**src/rtl/out_ctrl_pkg.sv**
```systemverilog
// Shared definitions for the output controller: state encoding, default widths
// and the tile column limit.
package out_ctrl_pkg;

  localparam int DATA_W_DEF = 32;
  localparam int ADDR_W_DEF = 16;
  localparam int MAX_COLS   = 8;

  typedef enum logic [1:0] {
    IDLE  = 2'd0,
    RUN   = 2'd1,
    DRAIN = 2'd2
  } state_t;

endpackage

```
**src/rtl/out_addr_gen.sv**
```systemverilog
// Row-major address walker for one result tile.
// Addresses advance by adding the row pitch; there is no per-element multiply.
module out_addr_gen
  import out_ctrl_pkg::*;
#(
  parameter int ADDR_W = ADDR_W_DEF
) (
  input  logic              clk,
  input  logic              rst,
  input  logic              load,
  input  logic              step,
  input  logic [7:0]        sub_m,
  input  logic [7:0]        sub_p,
  input  logic [ADDR_W-1:0] row_base,
  input  logic [ADDR_W-1:0] col_base,
  input  logic [ADDR_W-1:0] scale_P,
  output logic [ADDR_W-1:0] addr,
  output logic              tile_last
);

  logic [7:0]        r_reg, c_reg, last_row_reg, last_col_reg;
  logic [ADDR_W-1:0] row_start_reg, col_base_reg, pitch_reg;
  logic [ADDR_W-1:0] row_start_init;

  // The first row start costs one product per tile; every later row is a single add.
  assign row_start_init = row_base * scale_P;

  always_ff @(posedge clk) begin
    if (rst) begin
      r_reg         <= '0;
      c_reg         <= '0;
      last_row_reg  <= '0;
      last_col_reg  <= '0;
      row_start_reg <= '0;
      col_base_reg  <= '0;
      pitch_reg     <= '0;
    end else if (load) begin
      r_reg         <= '0;
      c_reg         <= '0;
      last_row_reg  <= sub_m - 8'd1;
      last_col_reg  <= sub_p - 8'd1;
      row_start_reg <= row_start_init;
      col_base_reg  <= col_base;
      pitch_reg     <= scale_P;
    end else if (step) begin
      if (c_reg == last_col_reg) begin
        c_reg         <= '0;
        r_reg         <= r_reg + 8'd1;
        row_start_reg <= row_start_reg + pitch_reg;
      end else begin
        c_reg <= c_reg + 8'd1;
      end
    end
  end

  assign addr      = row_start_reg + col_base_reg + ADDR_W'(c_reg);
  assign tile_last = (r_reg == last_row_reg) && (c_reg == last_col_reg);

endmodule

```
**src/rtl/out_ctrl.sv**
```systemverilog
// Result write-back controller: takes element beats from the aligner, optionally
// accumulates them with the stored value, and writes them to the result RAM.
module out_ctrl
  import out_ctrl_pkg::*;
#(
  parameter int DATA_W = DATA_W_DEF,
  parameter int ADDR_W = ADDR_W_DEF
) (
  input  logic              clk,
  input  logic              rst,
  input  logic              start,
  input  logic [7:0]        sub_scale_M,
  input  logic [7:0]        sub_scale_P,
  input  logic [ADDR_W-1:0] row_base,
  input  logic [ADDR_W-1:0] col_base,
  input  logic [ADDR_W-1:0] scale_P,
  input  logic              accumulate,
  output logic              out_ctrl_ready,
  input  logic              valid,
  input  logic [DATA_W-1:0] data,
  output logic              ram_re,
  output logic [ADDR_W-1:0] ram_raddr,
  input  logic [DATA_W-1:0] ram_rdata,
  output logic              ram_we,
  output logic [ADDR_W-1:0] ram_waddr,
  output logic [DATA_W-1:0] ram_wdata,
  output logic              busy,
  output logic              done,
  output logic              overflow
);

  state_t            state_reg, state_next;
  logic [15:0]       total_reg, total_in;
  logic [16:0]       acc_cnt_reg, wr_cnt_reg;
  logic              accum_reg;
  logic [7:0]        p_eff;
  logic              start_go, load, accept, drop, last_write, tile_last;
  logic [ADDR_W-1:0] gen_addr;

  logic              p1_valid_reg, p1_acc_reg;
  logic [ADDR_W-1:0] p1_addr_reg;
  logic              old_we_reg;
  logic [ADDR_W-1:0] old_addr_reg;
  logic [DATA_W-1:0] old_data_reg;

  logic              hist_we   [2];
  logic [ADDR_W-1:0] hist_addr [2];
  logic [DATA_W-1:0] hist_data [2];
  logic [1:0]        hit;
  logic [DATA_W-1:0] rd_val, sum;

  assign p_eff    = (sub_scale_P > 8'(MAX_COLS)) ? 8'(MAX_COLS) : sub_scale_P;
  assign total_in = 16'(sub_scale_M) * 16'(p_eff);
  assign start_go = !rst && start && (state_reg == IDLE);
  assign load     = start_go && (total_in != 16'd0);
  assign accept   = !rst && valid && (state_reg == RUN) && (acc_cnt_reg < {1'b0, total_reg});
  assign drop     = !rst && valid && !accept;
  assign last_write = ram_we && ((wr_cnt_reg + 17'd1) == {1'b0, total_reg});

  // The read must issue in the same cycle as the beat, so these three are combinational.
  assign out_ctrl_ready = !rst && (state_reg == RUN) &&
                          ((acc_cnt_reg + 17'(valid)) < {1'b0, total_reg});
  assign ram_re    = accept && accum_reg;
  assign ram_raddr = rst ? '0 : gen_addr;

  out_addr_gen #(
    .ADDR_W(ADDR_W)
  ) u_addr_gen (
    .clk       (clk),
    .rst       (rst),
    .load      (load),
    .step      (accept),
    .sub_m     (sub_scale_M),
    .sub_p     (p_eff),
    .row_base  (row_base),
    .col_base  (col_base),
    .scale_P   (scale_P),
    .addr      (gen_addr),
    .tile_last (tile_last)
  );

  // Slot 0 is the write landing now, slot 1 the one from last cycle; neither
  // is visible in the read data returned for the beat in stage 1.
  assign hist_we[0]   = ram_we;
  assign hist_addr[0] = ram_waddr;
  assign hist_data[0] = ram_wdata;
  assign hist_we[1]   = old_we_reg;
  assign hist_addr[1] = old_addr_reg;
  assign hist_data[1] = old_data_reg;

  generate
    for (genvar gi = 0; gi < 2; gi++) begin : g_fwd
      assign hit[gi] = hist_we[gi] && (hist_addr[gi] == p1_addr_reg);
    end
  endgenerate

  always_comb begin
    rd_val = ram_rdata;
    if (hit[1]) rd_val = hist_data[1];
    if (hit[0]) rd_val = hist_data[0];
  end

  assign sum = data + (p1_acc_reg ? rd_val : '0);

  always_comb begin
    state_next = state_reg;
    case (state_reg)
      IDLE:    if (load) state_next = RUN;
      RUN:     if (accept && tile_last) state_next = DRAIN;
      DRAIN:   if (last_write) state_next = IDLE;
      default: state_next = IDLE;
    endcase
  end

  always_ff @(posedge clk) begin
    if (rst) begin
      state_reg    <= IDLE;
      busy         <= 1'b0;
      done         <= 1'b0;
      overflow     <= 1'b0;
      total_reg    <= '0;
      acc_cnt_reg  <= '0;
      wr_cnt_reg   <= '0;
      accum_reg    <= 1'b0;
      p1_valid_reg <= 1'b0;
      p1_acc_reg   <= 1'b0;
      p1_addr_reg  <= '0;
      ram_we       <= 1'b0;
      ram_waddr    <= '0;
      ram_wdata    <= '0;
      old_we_reg   <= 1'b0;
      old_addr_reg <= '0;
      old_data_reg <= '0;
    end else begin
      state_reg <= state_next;
      busy      <= (state_next != IDLE);
      done      <= (start_go && (total_in == 16'd0)) || ((state_reg == DRAIN) && last_write);
      overflow  <= overflow | drop;
      if (load) begin
        total_reg   <= total_in;
        acc_cnt_reg <= '0;
        wr_cnt_reg  <= '0;
        accum_reg   <= accumulate;
      end else begin
        if (accept) acc_cnt_reg <= acc_cnt_reg + 17'd1;
        if (ram_we) wr_cnt_reg <= wr_cnt_reg + 17'd1;
      end
      p1_valid_reg <= accept;
      p1_acc_reg   <= accum_reg;
      p1_addr_reg  <= gen_addr;
      ram_we       <= p1_valid_reg;
      if (p1_valid_reg) begin
        ram_waddr <= p1_addr_reg;
        ram_wdata <= sum;
      end
      old_we_reg   <= ram_we;
      old_addr_reg <= ram_waddr;
      old_data_reg <= ram_wdata;
    end
  end

endmodule

```
**config.mk**
```make
export PLATFORM = sky130hd
export DESIGN_NAME = out_ctrl
export DESIGN_NICKNAME = d
export VERILOG_FILES = /design/src/rtl/out_ctrl_pkg.sv /design/src/rtl/out_addr_gen.sv /design/src/rtl/out_ctrl.sv
export SDC_FILE = /design/constraint.sdc
export NUM_CORES = 1
export LEC_CHECK = 0
export ABC_AREA = 0
export ABC_CLOCK_PERIOD_IN_PS = 19700
export CORE_ASPECT_RATIO = 1.5
export CORE_MARGIN = 10
export CORE_UTILIZATION = 55
export DETAILED_ROUTE_END_ITERATION = 12
export GPL_TIMING_DRIVEN = 0
export PLACE_DENSITY = 0.82
export REMOVE_ABC_BUFFERS = 1
export SYNTH_ARGS = -nofsm -noshare
export SYNTH_HDL_FRONTEND = slang
export SYNTH_HIERARCHICAL = 1
export SYNTH_SLANG_ARGS = --single-unit
```
**constraint.sdc**
```tcl
create_clock -name clk -period 19.7 [get_ports clk]
set_input_delay 4.925 -clock clk [delete_from_list [all_inputs] [get_ports clk]]
set_output_delay 4.925 -clock clk [all_outputs]
set_load 0.05 [all_outputs]
```
==> reports/metrics.yaml, run 1 <==
run_status:
  status: "finished, final reports clean"
grt:
  grt.total_usage_pct: 23.31
  grt_pass1_wl_um: 91580
  grt_max_degree: 126
  antenna_found_initial: 0
  grt_pass1_vias: 18350
  grt.overflow.total: 0
sta:
  slew-limit-headroom_pct: 11.70
  holdWs_ns: 0.4788
  max_freq_ghz: 0.07314
  rsz0062_at_grt: "no"
  finalSetupTns_ns: 0
  setup_viol: 0
  fin_crit_sh_pct: 69.40
  min_period_ns: 13.67
  fin_skew_ns: 0.02038
  final_hold_viol_count: 0
  setup_slack_ns: 6.028
  drv_slew: 0
  tightest_slew_ns: 1.323
die:
  io_pins: 203
  die-area_um2: 46600
  fp.dieH_um: 259.4
  design.core.area_um2: 37660
  initial_core_util_pct: 55.82
  die_x_um: 179.6
  num_rows: 87
setup_path:
  max_stage_delay_ns: 0.83
  cp.depth: 14
  critPathTopFamily: "buffers and inverters"
  critical_path.startpoint: "valid"
  crit_path_start_kind: "input pin"
  reg2reg_depth: 20
  cp_max_fo: 7
  path_buf_inv: 2
  cp-end-kind: "primary output"
  path_class: "in2out"
  path_cells: "clkdlybuf4s50_1, ha_1, ha_1, and2_1, nand3_1, xnor2_1, ha_1, a21oi_1, nor2b_1, o21ai_0, o21ai_0, nor3_1, o21a_1, clkdlybuf4s50_1"
  r2r_start: "p1_addr_reg[9]"
  r2r_slack_ns: 14.32
  cp_slowest_cell: "clkdlybuf4s50_1"
  crit_path_frequent_cell: "ha_1"
  cp.required_ns: 14.78
  critPathArrivalTime_ns: 8.75
  worst_r2r_endpoint: "ram_wdata[28]"
  endpoint: "out_ctrl_ready"
place:
  dp_hpwl_um: 43610
  place_area_um2: 23620
  globalplace.congestion: 0.9423
  pre_cts_ws_ns: 6.026
  numPortBuffers: 202
synth:
  synth_top_area_cell: "dfxtp_1"
  yosys-top-cells-area: "dfxtp_1 24%, fa_1 12%, ha_1 11%"
  async_reset_ff_share_pct: 0
  ys_types: 86
  synth_cells: 2396
  netlist_area_um2: 21020
  ys_warn_count: 6
  ys_ff_latch: 252
  synth_edf_count: 0
  synth_flop_cell: "dfxtp_1"
  synth.top_cells.by_count: "252 x dfxtp_1, 222 x inv_1, 196 x nor2_1"
  synth.most_common_cell: "dfxtp_1"
  yosysSeqAreaShare_pct: 24.00
  syn_avg_cell_area_um2: 8.774
  synth_top_area_share_pct: 24.00
routing:
  viasPerCell: 5.701
  drt_iter0_drc: 1197
  drc_errors: 0
  drt_first_pass_iters: 5
  finalWirelength_um: 55990
  vias: 17550
  detail-route-antenna-nets: 0
  routedWlPerCell_um: 18.19
clock_tree:
  cts_root_buf: "clkbuf_16"
  post_cts_resized: 0
  ctsHoldBuffers: 0
  cts_tree: "built"
  htreeDepth: 1
  clock_insertion_delay_worst_skew_ns: 0.56
  cts_buffers: 26
  clock_sinks: 252
  post-cts-setup-buffers: 0
  cts_buffer_depth: 3
  clk_pin_slew_ns: 0.06
cells_and_area:
  layout-drive-gt1-share_pct: 4.094
  finalNetCount: 3025
  finalInstanceArea_um2: 24420
  fill_cells: 3075
  utilization_pct: 64.84
  synthToLayoutAreaGrowth_pct: 16.16
  diodes: 0
worst_hold_path:
  hold_path.class: "reg2reg"
power_and_ir_drop:
  leakage_uw: 0.01092
  powerDensity_nw_per_um2: 89.19
  vdd_drop_max_v: 0.00006255
job:
  max_cap_viol_count: 0
==> worst register-to-register path, stage by stage, from the launching register on <==
cell and delay (ns):
dfxtp_1 0.34, xor2_1 0.17, nor4_1 0.29, nand3_1 0.16, nor4_2 0.71, buf_6 0.25
buf_4 0.19, buf_4 0.19, mux2i_1 0.21, nand2_1 0.07, o211a_1 0.13, ha_1 0.35
and2_1 0.20, a2111oi_0 0.77, o21ai_0 0.28, a21oi_1 0.24, a21boi_0 0.17, o21ai_0 0.20
nand2b_1 0.09, xnor2_1 0.14, o21ai_0 0.10
==> metal layers <==
layer  wire length (um)  track usage (%)  vias up
met5                  0                0        -
met4               2207            10.85        0
met3               2547            2.762      132
met2              29260            43.77      569
met1              21970            25.55     8429
li1                   -                -     8418
==> cell type report <==
class | count | area (um^2) | share of cell area [%]
Clock inverter | 9 | 83.83 | 0.3433
Timing Repair Buffer | 215 | 2226 | 9.115
Inverter | 225 | 844.6 | 3.459
Tap cell | 489 | 611.8 | 2.506
Sequential cell | 252 | 5046 | 20.66
Multi-Input combinational cell | 1855 | 14900 | 61.02
Clock buffer | 33 | 706.9 | 2.895
==> cell families (layout without fill, tap and decap cells) <==
kind of cell / Yosys count / count (layout) / share of synthesized area, %
XOR/XNOR: 233 / 233 / 9.707
AND/OR/NAND/NOR: 795 / 795 / 19.10
flip-flops: 252 / 252 / 24.00
adder cells (fa/ha/maj): 317 / 317 / 23.40
AO/OA/AOI/OAI: 358 / 358 / 12.43
buffers and inverters: 327 / 482 / 5.964
other: 2 / 40 / 0.03572
multiplexers: 112 / 112 / 5.357
==> worst min path at each step <==
stage	start	to	slack (ns)	cells past startpoint
floorplan	accum_reg	p1_acc_reg	0.45	1
global placement	overflow	overflow	0.46	2
detailed placement	overflow	overflow	0.46	2
CTS	overflow	overflow	0.48	2
global route	ram_wdata[7]	old_data_reg[7]	0.51	1
finish	overflow	overflow	0.48	2
==> placed cells by master (no fill, tap or decap), types with 26 or more instances in the layout <==
cell type        instances
fa_1                   127
and3_1                  45
o21ai_0                 45
dfxtp_1                251
xor2_1                  92
ha_1                   190
a21oi_1                 78
mux2i_1                108
a21o_1                  34
inv_1                  222
and2_1                  82
clkbuf_16               26
nor2b_1                 86
nor2_1                 196
nand4_1                 35
o211a_1                 30
xnor2_1                141
conb_1                  40
nand2_1                180
clkdlybuf4s50_1        201
nor3_1                  31
nand3_1                 61
a211oi_1                40
==> through the flow <==
| step | instances | total power (uW) |
|---|---|---|
| 2_1_floorplan | 2332 | 1411 |
| 3_5_place_dp | 3036 | 1681 |
| 6_report | 3078 | 2178 |
| 4_1_cts | 3078 | 2168 |
| 3_3_place_gp | 3023 | 1639 |
| 5_1_grt | 3078 | 2344 |
==> power by group <==
group | leakage [uW] | internal (uW) | switching, uW
combinational | 0.00848 | 480 | 643
clock | 0.000391 | 265 | 209
sequential | 0.00205 | 544 | 37.2
total | 0.0109 | 1290 | 890
(Power assumes the default switching activity.)
==> inputs of run 2 (changes only) <==
Settings changed: ABC_CLOCK_PERIOD_IN_PS 19700 to 14000.
Clock period 19.7 ns to 14 ns, I/O delays scaled along.
==> results of run 2 <==
Same layout as run 1 (identical final DEF). Status: finished, final reports clean.
Among the figures that moved: setup slack after placement 6.026 ns -> 2.799 ns; setup slack after layout 6.028 ns -> 3.178 ns; register-to-register setup slack 14.32 ns -> 8.62 ns; total power 2178 uW -> 3065 uW; worst IR drop on VDD 0.00006255 V -> 0.00008802 V
